<file path="src/rtl/seg7_scan_drv.sv">
// seg7_scan_drv: active-low 4-digit multiplexed seven-segment driver.
// The one-hot ring counter state selects the digit. Display data is
// double-buffered and committed only at frame start (state == 1000).
// Ring states with more than one bit set blank the outputs and set a
// sticky error flag.
module seg7_scan_drv (
  input  logic        clk,
  input  logic        reset,
  input  logic [3:0]  state,
  input  logic        load,
  input  logic [15:0] din,
  input  logic [3:0]  dp_mask,
  input  logic        blank_lz,
  output logic [3:0]  an,
  output logic [6:0]  seg,
  output logic        dp,
  output logic        err
);

  logic [15:0] sh_val;
  logic [3:0]  sh_dp;
  logic        pend;
  logic [15:0] disp_val;
  logic [3:0]  disp_dp;

  logic [15:0] disp_val_nxt;
  logic [3:0]  disp_dp_nxt;
  logic        pend_nxt;

  logic        frame_start;
  logic        onehot;
  logic        idle;
  logic [1:0]  dsel;
  logic [3:0]  nib;
  logic [3:1]  zero_from;
  logic        blank;
  logic [3:0]  an_nxt;
  logic [6:0]  seg_nxt;
  logic        dp_nxt;

  // Hex glyphs, segments {g,f,e,d,c,b,a}, active low.
  function automatic logic [6:0] glyph(input logic [3:0] n);
    logic [6:0] g;
    case (n)
      4'h0: g = 7'b1000000;
      4'h1: g = 7'b1111001;
      4'h2: g = 7'b0100100;
      4'h3: g = 7'b0110000;
      4'h4: g = 7'b0011001;
      4'h5: g = 7'b0010010;
      4'h6: g = 7'b0000010;
      4'h7: g = 7'b1111000;
      4'h8: g = 7'b0000000;
      4'h9: g = 7'b0010000;
      4'hA: g = 7'b0001000;
      4'hB: g = 7'b0000011;
      4'hC: g = 7'b1000110;
      4'hD: g = 7'b0100001;
      4'hE: g = 7'b0000110;
      default: g = 7'b0001110;
    endcase
    return g;
  endfunction

  assign frame_start = (state == 4'b1000);

  // Commit logic: a load at frame start bypasses the shadow; otherwise a
  // pending shadow is promoted at frame start.
  always_comb begin
    disp_val_nxt = disp_val;
    disp_dp_nxt  = disp_dp;
    pend_nxt     = pend;
    if (load) begin
      pend_nxt = 1'b1;
    end
    if (frame_start) begin
      if (load) begin
        disp_val_nxt = din;
        disp_dp_nxt  = dp_mask;
        pend_nxt     = 1'b0;
      end else if (pend) begin
        disp_val_nxt = sh_val;
        disp_dp_nxt  = sh_dp;
        pend_nxt     = 1'b0;
      end
    end
  end

  // Digit select, leading-zero blanking and glyph decode of the
  // post-commit display value.
  always_comb begin
    idle   = (state == 4'b0000);
    onehot = !idle && ((state & (state - 4'd1)) == 4'b0000);
    case (state)
      4'b0010: dsel = 2'd1;
      4'b0100: dsel = 2'd2;
      4'b1000: dsel = 2'd3;
      default: dsel = 2'd0;
    endcase
    nib = disp_val_nxt[{dsel, 2'b00} +: 4];

    zero_from[3] = (disp_val_nxt[15:12] == 4'h0);
    zero_from[2] = zero_from[3] && (disp_val_nxt[11:8] == 4'h0);
    zero_from[1] = zero_from[2] && (disp_val_nxt[7:4] == 4'h0);

    case (dsel)
      2'd3:    blank = blank_lz && zero_from[3];
      2'd2:    blank = blank_lz && zero_from[2];
      2'd1:    blank = blank_lz && zero_from[1];
      default: blank = 1'b0;
    endcase

    an_nxt  = '1;
    seg_nxt = '1;
    dp_nxt  = 1'b1;
    if (onehot) begin
      an_nxt  = ~state;
      seg_nxt = blank ? 7'b1111111 : glyph(nib);
      dp_nxt  = ~disp_dp_nxt[dsel];
    end
  end

  // Buffer, display, output and sticky error registers.
  always_ff @(posedge clk) begin
    if (reset) begin
      sh_val   <= '0;
      sh_dp    <= '0;
      pend     <= 1'b0;
      disp_val <= '0;
      disp_dp  <= '0;
      an       <= '1;
      seg      <= '1;
      dp       <= 1'b1;
      err      <= 1'b0;
    end else begin
      if (load) begin
        sh_val <= din;
        sh_dp  <= dp_mask;
      end
      pend     <= pend_nxt;
      disp_val <= disp_val_nxt;
      disp_dp  <= disp_dp_nxt;
      an       <= an_nxt;
      seg      <= seg_nxt;
      dp       <= dp_nxt;
      if (!onehot && !idle) begin
        err <= 1'b1;
      end
    end
  end

endmodule

</file>
<file path="config.mk">
export PLATFORM = sky130hd
export DESIGN_NAME = seg7_scan_drv
export DESIGN_NICKNAME = d
export VERILOG_FILES = /design/src/rtl/seg7_scan_drv.sv
export SDC_FILE = /design/constraint.sdc
export NUM_CORES = 1
export LEC_CHECK = 0
export ABC_CLOCK_PERIOD_IN_PS = 8650
export CAP_MARGIN = 30
export CORE_ASPECT_RATIO = 1.5
export CORE_MARGIN = 2
export CORE_UTILIZATION = 60
export CTS_BUF_LIST = sky130_fd_sc_hd__clkbuf_8
export CTS_CLUSTER_SIZE = 8
export DETAILED_ROUTE_END_ITERATION = 6
export GPL_ROUTABILITY_DRIVEN = 0
export PLACE_DENSITY = 0.87
export SETUP_SLACK_MARGIN = 0.15
export SLEW_MARGIN = 20
export SYNTH_ARGS = -nofsm -noshare
export SYNTH_HDL_FRONTEND = slang
export SYNTH_SLANG_ARGS = --single-unit
</file>
<file path="constraint.sdc">
create_clock -name clk -period 8.65 [get_ports clk]
set_input_delay 1.2975 -clock clk [delete_from_list [all_inputs] [get_ports clk]]
set_output_delay 1.2975 -clock clk [all_outputs]
set_load 0.02 [all_outputs]
</file>
---- Yosys cells after proc, flatten, opt, wreduce, memory -nomap -nowiden ----
Memory sizes are Yosys's and may differ from the RTL's. A register that Yosys moved wholly into a read port is not among the register bits.
Cells that the tools add are included.
storage, ports and cells
  flip-flop bits (word level) ............. 47
  bits in read-only memories .............. 112
  input bits .............................. 28
  output and inout port bits .............. 13
  word-level logic and storage cells ...... 52
  memories kept ........................... 1
memories
  memory            words  width  rd ports  clocked after Yosys merged registers in  wr ports  line  source
  (name not given)  16     7      1         1                                        0         44    case (n)
cells by class
  add/subtract/negate cells ............... 1
  order comparisons ....................... 1
  equality and inequality tests ........... 6
  shifts and indexed selects .............. 1
  mux-type cells .......................... 14
  bitwise gates (word level) .............. 4
  reduce and logical (&&, ||, !) cells .... 16
operators by type and width
  cell                                                 number
  2-to-1 mux 16 bit                                    3
  zero test 4 bit                                      5
  indexed part select 16 x 5 -> 4 bit                  1
  2-to-1 mux 4 bit                                     3
  logical AND 1 bit                                    7
  one-hot mux 2 bit (3 select lines)                   1
  2-to-1 mux 1 bit                                     5
  bitwise AND 4 bit                                    1
  == test 2 bit (second input constant)                2
  == test 4 x 2 -> 1 bit (second input constant)       1
  == test 4 x 3 -> 1 bit (second input constant)       1
  == test 4 bit (second input constant)                1
  NOT 4 bit                                            1
  subtractor 4 x 1 -> 4 bit (second input constant)    1
  < comparator 2 x 3 -> 1 bit (second input constant)  1
  one-hot mux 1 bit (3 select lines)                   1
  OR reduction 3 bit                                   1
  binary-select mux 1 bit (select 2 bit)               1
  == test 2 x 1 -> 1 bit (second input constant)       1
  zero test 1 bit                                      2
  NOT 1 bit                                            2
  OR reduction 2 bit                                   1

---- Depth between registers and ports, before layout ----
Gate-level depths: netlist of run 1.
  word-level depth ........................ 9
  mapped depth ............................ 13
  depth with buffers taken out ............ 10

---- Worst setup path before layout of run 1 ----
Ideal clock, no wire load.
  path kind ............................... input to register
  start point ............................. in state[1]
  end point ............................... reg seg[0]
  library setup time ...................... 0.119 ns
  arrival time ............................ 3.633 ns
  data required time ...................... 8.531 ns
  setup slack ............................. 4.899 ns
  cell stages on the path ................. 13
  path buffers ............................ 3
  cell sequence ........................... buf_6 -> or4b_4 -> buf_6 -> buf_6 -> nand2_1 -> and3_1 -> a31oi_1 -> o22ai_1 -> inv_1 -> ha_1 -> or3_1 -> o221ai_1 -> nand2b_1
on the way
  longest elaborated chain between the ends .. 8
  elaborated cells on any way between the ends .. 26
  those cells by class .................... add/sub: 1; eq/ne: 6; shift: 1; mux: 3; bitwise: 2; reduce/logical: 13
ends and longest elaborated chain
  element                              line      source
  start: declaration                   9         input logic [3:0] state,
  == test 4 bit                        65, 94
  2-to-1 mux 16 bit                    76        if (frame_start) begin
  zero test 4 bit (on tied branches)   102, 103
  logical AND 1 bit                    103       zero_from[2] = zero_from[3] && (disp_val_nxt[11:8] == 4'h0);
  logical AND 1 bit                    104       zero_from[1] = zero_from[2] && (disp_val_nxt[7:4] == 4'h0);
  logical AND 1 bit                    109       2'd1: blank = blank_lz && zero_from[1];
  one-hot mux 1 bit (3 select lines)   106       case (dsel)
  OR reduction 3 bit (no source line)  -
  end: declaration                     15        output logic [6:0] seg,
Parallel ways exist; a longest one is shown, timed or not.
A chain may end at the register's enable or synchronous reset.

---- Final worst setup path of run 1 ----
  start point ............................. in state[2]
  end point ............................... reg seg[4]
Same word-level chain as after synthesis.

==> results of run 1 <==
## per-layer routing
metal	part of all wire [%]	wire (um)	track usage, %	up-vias
met5	0	0	0	-
met4	1.6	106	10.3	0
met3	4.2	276	3.07	9
met2	54	3560	47.5	64
met1	40	2650	30.9	1175
li1	-	-	-	1213
## critical path: stages
cell and delay [ns]:
clkdlybuf4s50_1 0.65, or4b_4 0.76, nand2_1 0.16, nand3_1 0.13, a221oi_2 0.78, mux2_2 0.43
a211o_1 0.29
## cell type report
type,instances,area (um2),share of cell area [%]
well taps,64,80.1,2.44
multi-input cells,227,1580,48.0
repair buffers,42,410,12.5
clock inverters,2,12.5,0.381
flip-flops and latches,54,1080,32.9
inverters,11,41.3,1.26
clock buffers,6,82.6,2.52
## how the worst max path moves through the flow
stage / from / endpoint / slack, ns / depth (start not counted)
after floorplan: state[1] / seg[0] / 4.90 / 13
after global placement: state[2] / seg[4] / 4.21 / 7
after detailed placement: state[2] / seg[0] / 4.07 / 11
after CTS: state[2] / seg[0] / 4.41 / 11
after global routing: state[2] / seg[0] / 4.21 / 11
final: state[2] / seg[4] / 4.35 / 7
## power by group
part	switching [uW]	leakage, uW	internal (uW)
clock network	81.8	0.0000472	64.5
logic	49.7	0.000800	42.4
registers	8.02	0.000442	260
total	140	0.00129	367
## stage by stage
step	util, %	power (uW)	instances	hold slack (ns)	cell area, um2
finish	72.3	506	406	0.492	3280
floorplan	-	334	317	0.461	2850
global route	72.3	527	406	0.523	3280
detailed placement	70.2	364	398	0.474	3190
CTS	72.3	508	406	0.496	3280
global placement	70.2	361	398	0.458	3190
## placed cells by master (no fill, tap or decap), types with 9 or more instances in the layout
cell	count
a32oi_1	9
clkdlybuf4s50_1	39
dfxtp_1	54
inv_1	9
mux2i_1	24
nand2_1	16
nand3_1	11
nor2_1	41
o22ai_1	11
## state kept, by name, summed over array words and instances (netlist names)
signal	cells
an	4
disp_dp	4
disp_val	16
dp	1
err	1
pend	1
seg	7
sh_dp	4
sh_val	16
## logic make-up after synthesis
logic type                 Yosys count  synth area share [%]
DFF                                 54                  37.9
AOI/OAI and AO/OA                   77                  20.8
adders and majority gates            9                  3.86
muxes                               28                  10.0
xor gates and xnor gates             3                 0.921
buffers and inverters               36                  6.89
and+or+nand+nor                    110                  19.6
==> qor.yml, run 1 <==
outcome: "completed"
synthTopCellsByArea: "dfxtp_1 38%, mux2i_1 8.4%, nor2_1 5.4%"
reg2regPathDepth: 6
cts_resized: 0
io_buffers: 40
setup_viol: 0
startpoint_type: "input pin"
dpl_worst_slack_ns: 4.07
avgRoutedWirePerCell_um: 16.2
r2r_slack_ns: 5.14
rsz0062_at_grt: "no"
required_ns: 8.85
wirelength_um: 6590
vias: 2461
nFillCells: 356
hold_viol_final: 0
postSynthRegisterBits: 54
maxCapViolCount: 0
fp.dieW_um: 60.3
report.final.slew_viol_count: 0
min_to: "err"
reg2reg_to: "seg[4]"
yosysMostFrequentCell: "dfxtp_1"
cts.htree.levels: 2
powerDensity_nw_per_um2: 154
p_leak_uw: 0.00129
ys.flop_type: "dfxtp_1"
antenna_found_initial: 0
start_util_pct: 62.8
drt_iter0_markers: 161
r2r-start: "pend"
netlist_area_um2: 2850
synth.distinct_cells: 52
slew_headroom_pct: 35.2
ant_nets: 0
grt_max_degree: 44
min-delay-start: "err"
cts_tree: "yes"
clock.fmax_mhz: 232
clock_latency_ns: 0.31
cp.arrival_ns: 4.51
core_area_um2: 4540
row_count: 30
synth_common_cells: "54 x dfxtp_1, 41 x nor2_1, 24 x mux2i_1"
fin_nets: 377
tightestPinTransition_ns: 0.971
area_growth_pct: 15.1
ios: 41
dr.pass1.iters: 7
finalWorstSetupSlack_ns: 4.35
yosysWarnings: 0
crit_fanout: 15
async_flop_share_pct: 0
die-area_um2: 5330
fin_crit_sh_pct: 49.8
hold_class: "reg -> reg"
seq_area_frac_synth_pct: 37.9
syn-num-nets: 353
cts-buffers-inserted: 5
end_kind: "flip-flop"
grt_pass1_vias: 2397
via_per_inst: 6.06
drive_gt1_share_pct: 8.77
finalSetupTns_ns: 0
dp_hpwl_um: 4600
die-height_um: 88.5
hold_depth: 2
cts.path.max_buffers: 2
root_buffer: "clkbuf_8"
avgSynthCellArea_um2: 9.00
postCtsSetupBuffers: 0
path_clk_slew_ns: 0.09
grt_pass1_wl_um: 10900
path_class: "in -> reg"
min_period_ns: 4.30
yosysTopAreaCell: "dfxtp_1"
clkSinkCount: 54
diodes: 0
clock_skew_ns: 0.00408
grt_overflow: 0
cts_hold_buf: 0
synth_top_area_share_pct: 37.9
grt_use_total_pct: 26.3
drc: 0
synth_edf_count: 0
synthCells: 317
ir_drop_mv: 0.137
Power figures use the tool's default switching activity.
==> inputs of run 2 (changes only) <==
--- a/config.mk
+++ b/config.mk
@@ -5,16 +5,16 @@
 export SDC_FILE = /design/constraint.sdc
 export NUM_CORES = 1
 export LEC_CHECK = 0
-export ABC_CLOCK_PERIOD_IN_PS = 8650
+export ABC_CLOCK_PERIOD_IN_PS = 3700
 export CAP_MARGIN = 30
 export CORE_ASPECT_RATIO = 1.5
 export CORE_MARGIN = 2
-export CORE_UTILIZATION = 60
+export CORE_UTILIZATION = 51
 export CTS_BUF_LIST = sky130_fd_sc_hd__clkbuf_8
 export CTS_CLUSTER_SIZE = 8
 export DETAILED_ROUTE_END_ITERATION = 6
 export GPL_ROUTABILITY_DRIVEN = 0
-export PLACE_DENSITY = 0.87
+export PLACE_DENSITY = 0.78
 export SETUP_SLACK_MARGIN = 0.15
 export SLEW_MARGIN = 20
 export SYNTH_ARGS = -nofsm -noshare
==> constraint.sdc (replaced) <==
create_clock -name clk -period 3.7 [get_ports clk]
set_input_delay 0.555 -clock clk [delete_from_list [all_inputs] [get_ports clk]]
set_output_delay 0.555 -clock clk [all_outputs]
set_load 0.02 [all_outputs]
==> run 2 against run 1 <==
Compared with the run above:
- clock-buffer cell count unchanged
- first-iteration DRC count down 1.9%
- combinational power up 150%
- sequential power up 130%
- wire length up 1.5%
- worst setup slack worse by 3.9 ns
==> qor.yml, run 2 (synthesized netlist as in run 1, its figures left out) <==
p_leak_uw: 0.00137  # +6.1%
min-delay-start: "err"
slew_headroom_pct: 66.2  # +31 points
cts.path.max_buffers: 2  # unchanged
tightestPinTransition_ns: 0.505  # -0.466 ns
row_count: 33  # +10%
dr.pass1.iters: 6  # -1
reg2regPathDepth: 8  # +2
grt_overflow: 0  # unchanged
finalSetupTns_ns: 0  # unchanged
grt_pass1_vias: 2388  # -0.38%
antenna_found_initial: 0  # unchanged
r2r_slack_ns: 0.99  # -4.15 ns
combPwrFrac_pct: 19.3  # +1.1 points
pwr-share-clk_pct: 28.6  # -0.3 points
end_kind: "flip-flop"
fp.dieW_um: 65.1  # +7.9%
mostFrequentLayoutCells: "54 x dfxtp_1, 41 x nor2_1, 39 x clkdlybuf4s50_1, 24 x mux2i_1, 17 x buf_4"
outcome: "completed"
gr-max-usage-layer: "met2"
cts-buffers-inserted: 5  # unchanged
die-area_um2: 6220  # +17%
root_buffer: "clkbuf_8"
die-height_um: 95.6  # +8.1%
grtUsageMet3_pct: 3.07  # about the same
p_switching_uw: 327  # +130%
cts_tree: "yes"
grt_use_met2_pct: 38.3  # -9.2 points
largestRegisters: "disp_val x16, sh_val x16, seg x7"
min_period_ns: 3.26
via_per_inst: 5.89  # -2.9%
critPathMaxStageDelay_ns: 0.59  # -0.19 ns
required_ns: 3.91  # -4.94 ns
area_growth_pct: 19.2
cts_resized: 0  # unchanged
cp.arrival_ns: 3.47  # -1.04 ns
grt_use_total_pct: 22.0  # -4.3 points
drt_iter0_markers: 158  # -1.9%
setup_viol: 0  # unchanged
p_sw_share_pct: 27.5  # -0.11 points
maxCapViolCount: 0  # unchanged
hold_viol_final: 0  # unchanged
min_to: "err"
layout_commonest_cell: "dfxtp_1"
vias: 2513  # +2.1%
io_buffers: 40  # unchanged
crit_family: "compound AO/OA/AOI/OAI gates"
clock_skew_ns: 0.00753  # +0.00345 ns
ir_drop_mv: 0.270  # +96%
grt_pass1_wl_um: 10700  # -1.8%
drive_gt1_share_pct: 12.3  # +3.6 points
grt_use_met1_pct: 25.7  # -5.1 points
path_clk_slew_ns: 0.10  # about the same
core_area_um2: 5450  # +20%
ios: 41  # unchanged
clock_latency_ns: 0.31  # about the same
fin_nets: 392  # +4.0%
postCtsSetupBuffers: 0  # unchanged
report.final.slew_viol_count: 0  # unchanged
ant_nets: 0  # unchanged
fin_crit_sh_pct: 88.2
startpoint_type: "input pin"
cts_hold_buf: 0  # unchanged
diodes: 0  # unchanged
crit_fanout: 7  # -8
final_util_pct: 62.4  # -9.9 points
clock.fmax_mhz: 306
rsz0062_at_grt: "no"
grt_max_degree: 43  # -2.3%
clkSinkCount: 54  # unchanged
worstPathCellList: "clkdlybuf4s50_1, buf_4, or4b_1, o31ai_1, a21oi_1, a221oi_2, inv_2, ha_1, mux2_2, a211o_1"
path_class: "in -> reg"
path_buf_inv: 3  # +2
drc: 0  # unchanged
p_int_uw: 865  # +140%
avgRoutedWirePerCell_um: 15.7  # -3.4%
p_seq_share_pct: 52.2  # -0.7 points
hold_class: "reg -> reg"
reg2reg_to: "seg[4]"
hold_depth: 2  # unchanged
r2r-start: "pend"
cts.htree.levels: 2  # unchanged
powerDensity_nw_per_um2: 351  # +130%
start_util_pct: 52.3  # -10 points
slowest_stage: "or4b_1"
wirelength_um: 6690  # +1.5%
dp_hpwl_um: 4790  # +4.1%
## run 2: cell types whose count changed in the layout (fill, tap and decap cells not counted), sizes merged
cell	change
inv	+1
buf	+15
clkinvlp	-1
## run 2: layer usage
metal,up-vias,part of all wire [%]
li1,1242,-
met1,1195,42
met2,61,52
met3,15,3.3
met4,0,2.9
met5,-,0
## run 2: power by group through the flow
stage / registers, uW / logic (uW) / clock network (uW)
2_1_floorplan: 639 / 141 / 0
3_3_place_gp: 634 / 225 / 0
3_5_place_dp: 635 / 229 / 0
4_1_cts: 621 / 230 / 347
5_1_grt: 625 / 250 / 371
6_report: 622 / 230 / 340
## run 2: area by class of cell
type | instances | area [um2]
clock buffers | 6 | 82.6
clock inverters | 2 | 8.76
fillers | 502 | 2050
inverters | 11 | 41.3
multi-input cells | 227 | 1580
flip-flops and latches | 54 | 1080
well taps | 70 | 87.6
repair buffers | 57 | 523
## run 2: worst reg2reg max path, stage by stage, from the launching register on
cell      delay [ns]
dfxtp_1         0.56
mux2_2          0.38
o211ai_1        0.22
a21oi_1         0.13
a221oi_2        0.38
inv_2           0.11
ha_1            0.25
mux2_2          0.28
a211o_1         0.29
## run 2: metrics by stage
step	cells	setup WS, ns	hold slack (ns)	area [um2]	total power, uW
after floorplan	317	0.691	0.461	2850	780
after global placement	419	0.219	0.454	3310	859
after detailed placement	419	0.129	0.464	3310	864
after CTS	427	0.454	0.484	3400	1200
after global routing	427	0.257	0.519	3400	1250
final	427	0.436	0.482	3400	1190
## run 2: worst max path at each step
| stage | from | end | depth (start not counted) |
|---|---|---|---|
| 2_1_floorplan | state[1] | seg[0] | 13 |
| 3_3_place_gp | state[3] | seg[4] | 10 |
| 3_5_place_dp | state[3] | seg[4] | 10 |
| 4_1_cts | state[3] | seg[4] | 10 |
| 5_1_grt | state[3] | seg[4] | 10 |
| 6_report | state[3] | seg[4] | 10 |
==> inputs of run 3 (changes only) <==
--- a/config.mk
+++ b/config.mk
@@ -6,7 +6,7 @@
 export NUM_CORES = 1
 export LEC_CHECK = 0
 export ABC_CLOCK_PERIOD_IN_PS = 3700
-export CAP_MARGIN = 30
+export CAP_MARGIN = 5
 export CORE_ASPECT_RATIO = 1.5
 export CORE_MARGIN = 2
 export CORE_UTILIZATION = 51
==> results of run 3 <==
Same layout as run 2: the final DEF is identical, and so are final timing and power.
